--- src/rtl/pc_branch_unit.sv ---
// pc_branch_unit
//   Program-counter and branch-resolution stage of the single-cycle CPU.
//   Holds the PC and a {N,V,C,Z} flag register. Evaluates branch conditions
//   on either the live ALU flags or the saved flags. Selects the next PC:
//   jump target, taken-branch target, or sequential PC+PC_STEP.
//   A two-state RUN/HALTED FSM freezes the stage after a HALT instruction.
//
// Ports
//   Clock, Reset      rising-edge clock; synchronous active-high reset
//   Enable            1 = advance this cycle, 0 = stall (all state held)
//   ALUZero/Overflow/CarryOut/Negative   live ALU condition outputs
//   FlagWrite         latch the live ALU flags into Flags
//   Branch, BranchCond, BranchUseSaved, BranchOffset   conditional branch
//   Jump, JumpTarget  unconditional absolute jump
//   Halt              current instruction is HALT
//   PC                registered current instruction address
//   PCNext            combinational next-PC value
//   PCPlus            PC + PC_STEP (link value)
//   Flags             registered {N,V,C,Z}
//   Taken             combinational: a redirect is selected this cycle
//   Halted            registered: 1 while in the HALTED state

module pc_branch_unit #(
    parameter int unsigned                PC_WIDTH     = 24,
    parameter logic [PC_WIDTH-1:0]        RESET_VECTOR = '0,
    parameter int unsigned                PC_STEP      = 1
) (
    input  logic                Clock,
    input  logic                Reset,
    input  logic                Enable,
    input  logic                ALUZero,
    input  logic                ALUOverflow,
    input  logic                ALUCarryOut,
    input  logic                ALUNegative,
    input  logic                FlagWrite,
    input  logic                Branch,
    input  logic [2:0]          BranchCond,
    input  logic                BranchUseSaved,
    input  logic [15:0]         BranchOffset,
    input  logic                Jump,
    input  logic [PC_WIDTH-1:0] JumpTarget,
    input  logic                Halt,
    output logic [PC_WIDTH-1:0] PC,
    output logic [PC_WIDTH-1:0] PCNext,
    output logic [PC_WIDTH-1:0] PCPlus,
    output logic [3:0]          Flags,
    output logic                Taken,
    output logic                Halted
);

    typedef enum logic [0:0] {
        ST_RUN    = 1'b0,
        ST_HALTED = 1'b1
    } state_t;

    state_t                state, state_nxt;
    logic [PC_WIDTH-1:0]   pc_nxt;
    logic [PC_WIDTH-1:0]   offset_ext;
    logic [PC_WIDTH-1:0]   branch_target;
    logic                  flags_we;
    logic                  taken;
    logic                  cond_true;
    logic                  fz, fv, fc, fn;

    // All PC arithmetic is modulo 2^PC_WIDTH; carry out is simply dropped.
    assign offset_ext    = {{(PC_WIDTH-16){BranchOffset[15]}}, BranchOffset};
    assign PCPlus        = PC + PC_WIDTH'(PC_STEP);
    assign branch_target = PCPlus + offset_ext;

    // Condition source: saved flags are the register contents before any
    // write at this edge, so a same-cycle FlagWrite is not visible here.
    always_comb begin
        fn = ALUNegative;
        fv = ALUOverflow;
        fc = ALUCarryOut;
        fz = ALUZero;
        if (BranchUseSaved) begin
            fn = Flags[3];
            fv = Flags[2];
            fc = Flags[1];
            fz = Flags[0];
        end
    end

    always_comb begin
        cond_true = 1'b0;
        case (BranchCond)
            3'b000:  cond_true = fz;
            3'b001:  cond_true = !fz;
            3'b010:  cond_true = fn ^ fv;
            3'b011:  cond_true = !(fn ^ fv);
            3'b100:  cond_true = !fc;
            3'b101:  cond_true = fc;
            3'b110:  cond_true = fv;
            default: cond_true = 1'b1;
        endcase
    end

    // Next-state / next-PC. Stall, HALT and the HALTED state all hold PC.
    always_comb begin
        state_nxt = state;
        pc_nxt    = PC;
        taken     = 1'b0;
        flags_we  = 1'b0;
        if (state == ST_RUN && Enable) begin
            if (Halt) begin
                state_nxt = ST_HALTED;
            end else begin
                flags_we = FlagWrite;
                if (Jump) begin
                    taken  = 1'b1;
                    pc_nxt = JumpTarget;
                end else if (Branch && cond_true) begin
                    taken  = 1'b1;
                    pc_nxt = branch_target;
                end else begin
                    pc_nxt = PCPlus;
                end
            end
        end
    end

    always_ff @(posedge Clock) begin
        if (Reset) begin
            state <= ST_RUN;
            PC    <= RESET_VECTOR;
            Flags <= '0;
        end else begin
            state <= state_nxt;
            PC    <= pc_nxt;
            if (flags_we) begin
                Flags <= {ALUNegative, ALUOverflow, ALUCarryOut, ALUZero};
            end
        end
    end

    assign PCNext = pc_nxt;
    assign Taken  = taken;
    assign Halted = (state == ST_HALTED);

endmodule

--- config.mk ---
export PLATFORM = sky130hd
export DESIGN_NAME = pc_branch_unit
export DESIGN_NICKNAME = d
export VERILOG_FILES = /design/src/rtl/pc_branch_unit.sv
export SDC_FILE = /design/constraint.sdc
export NUM_CORES = 1
export LEC_CHECK = 0
export CORE_MARGIN = 1
export CORE_UTILIZATION = 46
export CTS_CLUSTER_SIZE = 28
export DETAILED_ROUTE_END_ITERATION = 8
export GPL_TIMING_DRIVEN = 0
export PLACE_DENSITY_LB_ADDON = 0.05
export SETUP_SLACK_MARGIN = 0.3
export SLEW_MARGIN = 15
export SYNTH_ARGS = -nofsm -noshare
export SYNTH_HDL_FRONTEND = slang
export SYNTH_SLANG_ARGS = --single-unit
--- constraint.sdc ---
create_clock -name Clock -period 5.09 [get_ports Clock]
set_input_delay 1.018 -clock Clock [delete_from_list [all_inputs] [get_ports Clock]]
set_output_delay 1.018 -clock Clock [all_outputs]
set_load 0.005 [all_outputs]
# ---- After elaboration in Yosys (flattened, before gate mapping)
# Cells that the tools add are included.
# Widths: inputs -> output; s select.
dict set report op_classes {
  n_addsub 2
  eq_ne 6
  n_mux 15
  bitwise_logic 2
  reduce_logical 7
}
# op count
set op_table {}
lappend op_table {{$mux 24} 4}
lappend op_table {{$add 24x1->24 const B} 1}
lappend op_table {{$add 24x24->24} 1}
lappend op_table {{$mux 1} 10}
lappend op_table {{$eq 3x3->1 const B} 3}
lappend op_table {{$pmux 1 s7} 1}
lappend op_table {{$eq 3x2->1 const B} 2}
lappend op_table {{$eq 3x1->1 const B} 1}
lappend op_table {{$logic_not 1->1} 3}
lappend op_table {{$logic_not 3->1} 1}
lappend op_table {{$logic_and 1x1->1} 2}
lappend op_table {{$reduce_and 2->1} 1}
lappend op_table {{$not 1->1} 1}
lappend op_table {{$xor 1x1->1} 1}
dict set report totals {
  regBits 29
  in_bits 55
  word_cells 35
}

# ---- Logic depth before layout (Yosys ltp)
dict set report depth {
  word_depth 9
  depth_mapped 16
}

# ---- Least setup slack after synthesis
# Ideal clock, no wire load.
dict set report synth_path {
  path_type {reg-to-output}
  startpoint {reg PC[3]}
  endpoint {out PCNext[21]}
  arrival_ns 3.141
  required_time_ns 4.072
  path_slack_ns 0.931
  path_stages_with_launch 14
  cell_sequence {dfxtp_1 nand4_4 or2_2 clkbuf_1 nor3_1 xor2_1 ha_1 nand2_1 o21ai_0 a21o_1 a2111oi_0 o22ai_1 xnor2_1 a22oi_2}
}
dict set report synth_between {
  elab_chain_cells 6
}
# element line
set synth_lines {}
lappend synth_lines {{start, declared} 43} ;# output logic [PC_WIDTH-1:0] PC,
lappend synth_lines {{start signal, assigned} 130} ;# PC <= pc_nxt;
lappend synth_lines {{$add 24x1->24} 67} ;# assign PCPlus = PC + PC_WIDTH'(PC_STEP);
lappend synth_lines {{named net PCPlus[15]} 45} ;# output logic [PC_WIDTH-1:0] PCPlus,
lappend synth_lines {{$add 24x24->24} 68} ;# assign branch_target = PCPlus + offset_ext;
lappend synth_lines {{$mux 24} 113} ;# end else if (Branch && cond_true) begin
lappend synth_lines {{$mux 24} 110} ;# if (Jump) begin
lappend synth_lines {{$mux 24} 106} ;# if (Halt) begin
lappend synth_lines {{$mux 24} 105} ;# if (state == ST_RUN && Enable) begin
lappend synth_lines {{end, declared} 44} ;# output logic [PC_WIDTH-1:0] PCNext,
# The timed path passes the listed nets, and every way through them passes these cells.

# ---- Worst setup path in the final report
dict set report layout_path {
  startpoint {reg PC[7]}
  endpoint {out PCNext[19]}
}
dict set report layout_between {
  elab_chain_cells 6
}
# element line
set layout_lines {}
lappend layout_lines {{$add 24x1->24 (*)} 67}
lappend layout_lines {{$add 24x24->24} 68}
lappend layout_lines {{$mux 24 (*)} 113}
lappend layout_lines {{$mux 24 (*)} 110}
lappend layout_lines {{$mux 24 (*)} 106}
lappend layout_lines {{$mux 24 (*)} 105}
# Every way passes the cells marked *; elsewhere a longest branch is shown, timed or not.

==> results by group <==
Outcome
  – Outcome: complete, no violations

CTS
  – TritonCTS Buffers: 5
  – Reg clk slew, reported paths: 80 ps
  – H-tree Lvls: 2
  – Clock sinks: 29
  – CTS tree: built
  – Clock Path Buffers: 2
  – CTS Root Cell: clkbuf_8
  – Worst skew pair latency: 300 ps
  – Hold_buf cts: 0

Critical path
  – Worst reg-to-reg setup slack: 1450 ps
  – R2r endpoint: PC[23]$_SDFF_PP0_
  – R2r worst-path depth: 15
  – Crit path kind: flip-flop to primary output
  – Startpoint Class: flip-flop
  – R2r startpoint: PC[7]$_SDFF_PP0_
  – WP data arrival: 3880 ps
  – CP endpoint kind: primary output
  – Worst-path maximum fanout: 8
  – Critical Path RT: 4070 ps

STA
  – Tmin final: 4894 ps
  – Fmax: 204.3 MHz
  – Fin crit share: 0.9615
  – Max Slew Vio Count: 0
  – Worst slew pin tran: 769.9 ps
  – Clk_skew: 10.29 ps
  – Final Hold Viols: 0
  – Worst slew margin: 0.4867
  – RSZ-0062 raised after global routing: yes
  – Final setup viols: 0
  – Total negative slack: 0 ps

Power and ir drop
  – Pwr per Cell Area: 160.0 nW/µm²
  – Worst VDD drop: 0.1192 mV
  – Total power: 0.0009724 W
  – Leakage: 2.584 nW

Yosys
  – Count of cell types in the netlist: 70
  – Async S/R FF share, synth: 0
  – Post-synthesis average cell area: 7.633 µm²
  – Ys Warns: 0
  – Synth Instances: 478
  – Top FF cell, synth: dfxtp_1
  – Post-synth EDFFs: 0
  – Cell area after synthesis: 3648 µm²
  – Sequential share of the synthesized area: 0.1591
  – Yosys reg bits: 29
  – Synthesized Nets: 567

Worst hold path
  – HP Class: flip-flop to flip-flop
  – Hold Path Depth: 2
  – WHS Endpoint: Flags[1]$_SDFFE_PP0P_
  – Worst hold start: Flags[1]$_SDFFE_PP0P_

Detailed routing
  – WL final: 15670 µm
  – Post-route ant nets: 0
  – Vias per Instance: 6.186
  – Routed via count: 4732
  – Iteration-0 DRC Markers: 369
  – DR WL/cell: 20.49 µm
  – DRC: 0
  – DRT Pass-1 Iters: 6

Finish
  – Area growth, synth to finish: 66.63%
  – Most frequent cells in the layout: clkdlybuf4s50_1 (118), nand2_1 (57), buf_4 (49), a21oi_1 (30)
  – Nets@finish: 751
  – Post-Route Utilization: 0.7909
  – Most common cell after layout, fill and taps aside: clkdlybuf4s50_1
  – Share of cells above drive strength 1: 0.2564
  – ANT cells: 0

GRT
  – Antenna violations before repair: 0
  – Largest net degree at the start of global routing: 14
  – Global-route wire length before repair: 22220 µm
  – GRT overflow: 0
  – GRT Resource Usage Total: 0.3411
  – Vias in the first global route: 4267

Die
  – Die area: 8292 µm²
  – Initial Util: 0.4746
  – # IOs: 133
  – Die width: 91.06 µm
  – Core box area: 7687 µm²
  – Die height: 91.06 µm
  – FP Rows: 32

Flow run
  – Max-Cap Viols: 0

Placement
  – Routability Congestion: 0.9508
  – Port Buffer Count: 129
  – Detailed Place HPWL: 10240 µm
-- final cells by class --
class                           count  area (µm²)
Fill cell                         539        1608
Clock inverter                      2       10.01
Clock buffer                        6       72.57
Multi-Input combinational cell    419        3430
Buffer                             24       152.6
Tap cell                          102       127.6
Timing Repair Buffer              177        1660
Inverter                            6       22.52
Sequential cell                    29       604.3
-- cell families (layout without fill, tap and decap cells) --
group,count (synthesis),in the layout,share of synthesized area
AOI/OAI and AO/OA,144,144,0.2747
muxes,6,6,0.01817
DFF,29,29,0.1591
xor gates and xnor gates,45,45,0.1121
adders and majority gates,34,34,0.1187
and+or+nand+nor,190,190,0.2764
buffers and inverters,30,215,0.04081
-- Yosys cell counts (3+ instances only) --
master / n / area, µm²
nor3_1: 11 / 55.05
a211oi_2: 3 / 37.54
clkbuf_1: 16 / 60.06
and4_1: 3 / 26.28
dfxtp_1: 29 / 580.6
and3_1: 10 / 62.56
o211ai_1: 8 / 60.06
or3_1: 6 / 37.54
nand3_1: 25 / 125.1
a221o_1: 3 / 30.03
o22ai_1: 4 / 25.02
inv_1: 5 / 18.77
xnor2_1: 23 / 201.4
nor3b_1: 4 / 30.03
xor2_1: 20 / 175.2
nand4_1: 6 / 37.54
nor2_1: 30 / 112.6
mux2i_1: 4 / 40.04
a31oi_1: 7 / 43.79
nand2_1: 57 / 214.0
o21ai_0: 20 / 100.1
a211oi_1: 8 / 60.06
nor2b_1: 19 / 118.9
buf_6: 4 / 45.04
a21o_1: 11 / 82.58
a21oi_1: 44 / 220.2
o21a_1: 9 / 67.56
o21ai_1: 3 / 15.01
ha_1: 33 / 412.9
-- timing repair --
action	4_1_cts	5_1_grt
setup buffers	18	30
setup endpoints to repair	18	20
gates resized for setup	58	76
pin swaps	17	33
hold endpoints to repair	0	0
-- through the flow --
stage	hold slack (ps)	area [µm²]	instances	setup slack (ps)
3_3_place_gp	459.0	5067	709	-215.6
4_1_cts	475.3	5520	735	154.6
6_report	475.4	6080	765	195.8
5_1_grt	498.6	6080	765	94.13
3_5_place_dp	465.3	5067	709	-263.9
2_1_floorplan	465.1	3649	478	931.4
-- critical path, stage by stage (launching register included) --
cell	delay (ps)
dfxtp_1	360
clkbuf_4	220
and4_1	260
and3_2	240
nand3_1	170
xnor2_2	240
ha_2	430
nand2_1	150
o21ai_1	270
nor2_2	70
a21oi_2	260
xnor2_1	140
a211oi_2	230
clkdlybuf4s50_1	540
-- registers in the layout (all words and copies together) (netlist names) --
signal and count:
PC 24, Flags 4, Halted 1
-- per-layer routing --
metal,track usage,vias up,part of all wire
met5,0,-,0
met4,0.1402,0,0.041
met3,0.04774,65,0.10
met2,0.5556,305,0.47
met1,0.4509,2229,0.39
li1,-,2133,-
-- worst max-delay path by stage --
stage | slack (ps) | startpoint | to
4_1_cts | 150 | PC[2]$_SDFF_PP0_ | PCNext[21]
3_3_place_gp | -220 | BranchOffset[15] | PCNext[21]
5_1_grt | 90 | PC[7]$_SDFF_PP0_ | PCNext[19]
6_report | 200 | PC[7]$_SDFF_PP0_ | PCNext[19]
2_1_floorplan | 930 | PC[3]$_SDFF_PP0_ | PCNext[21]
3_5_place_dp | -260 | BranchOffset[15] | PCNext[21]
-- power by group --
part           switching [W]  internal, W
Combinational       0.000246     0.000261
Clock               0.000108    0.0000950
Sequential         0.0000237     0.000239
No activity file was read; power rests on OpenSTA's default activity.
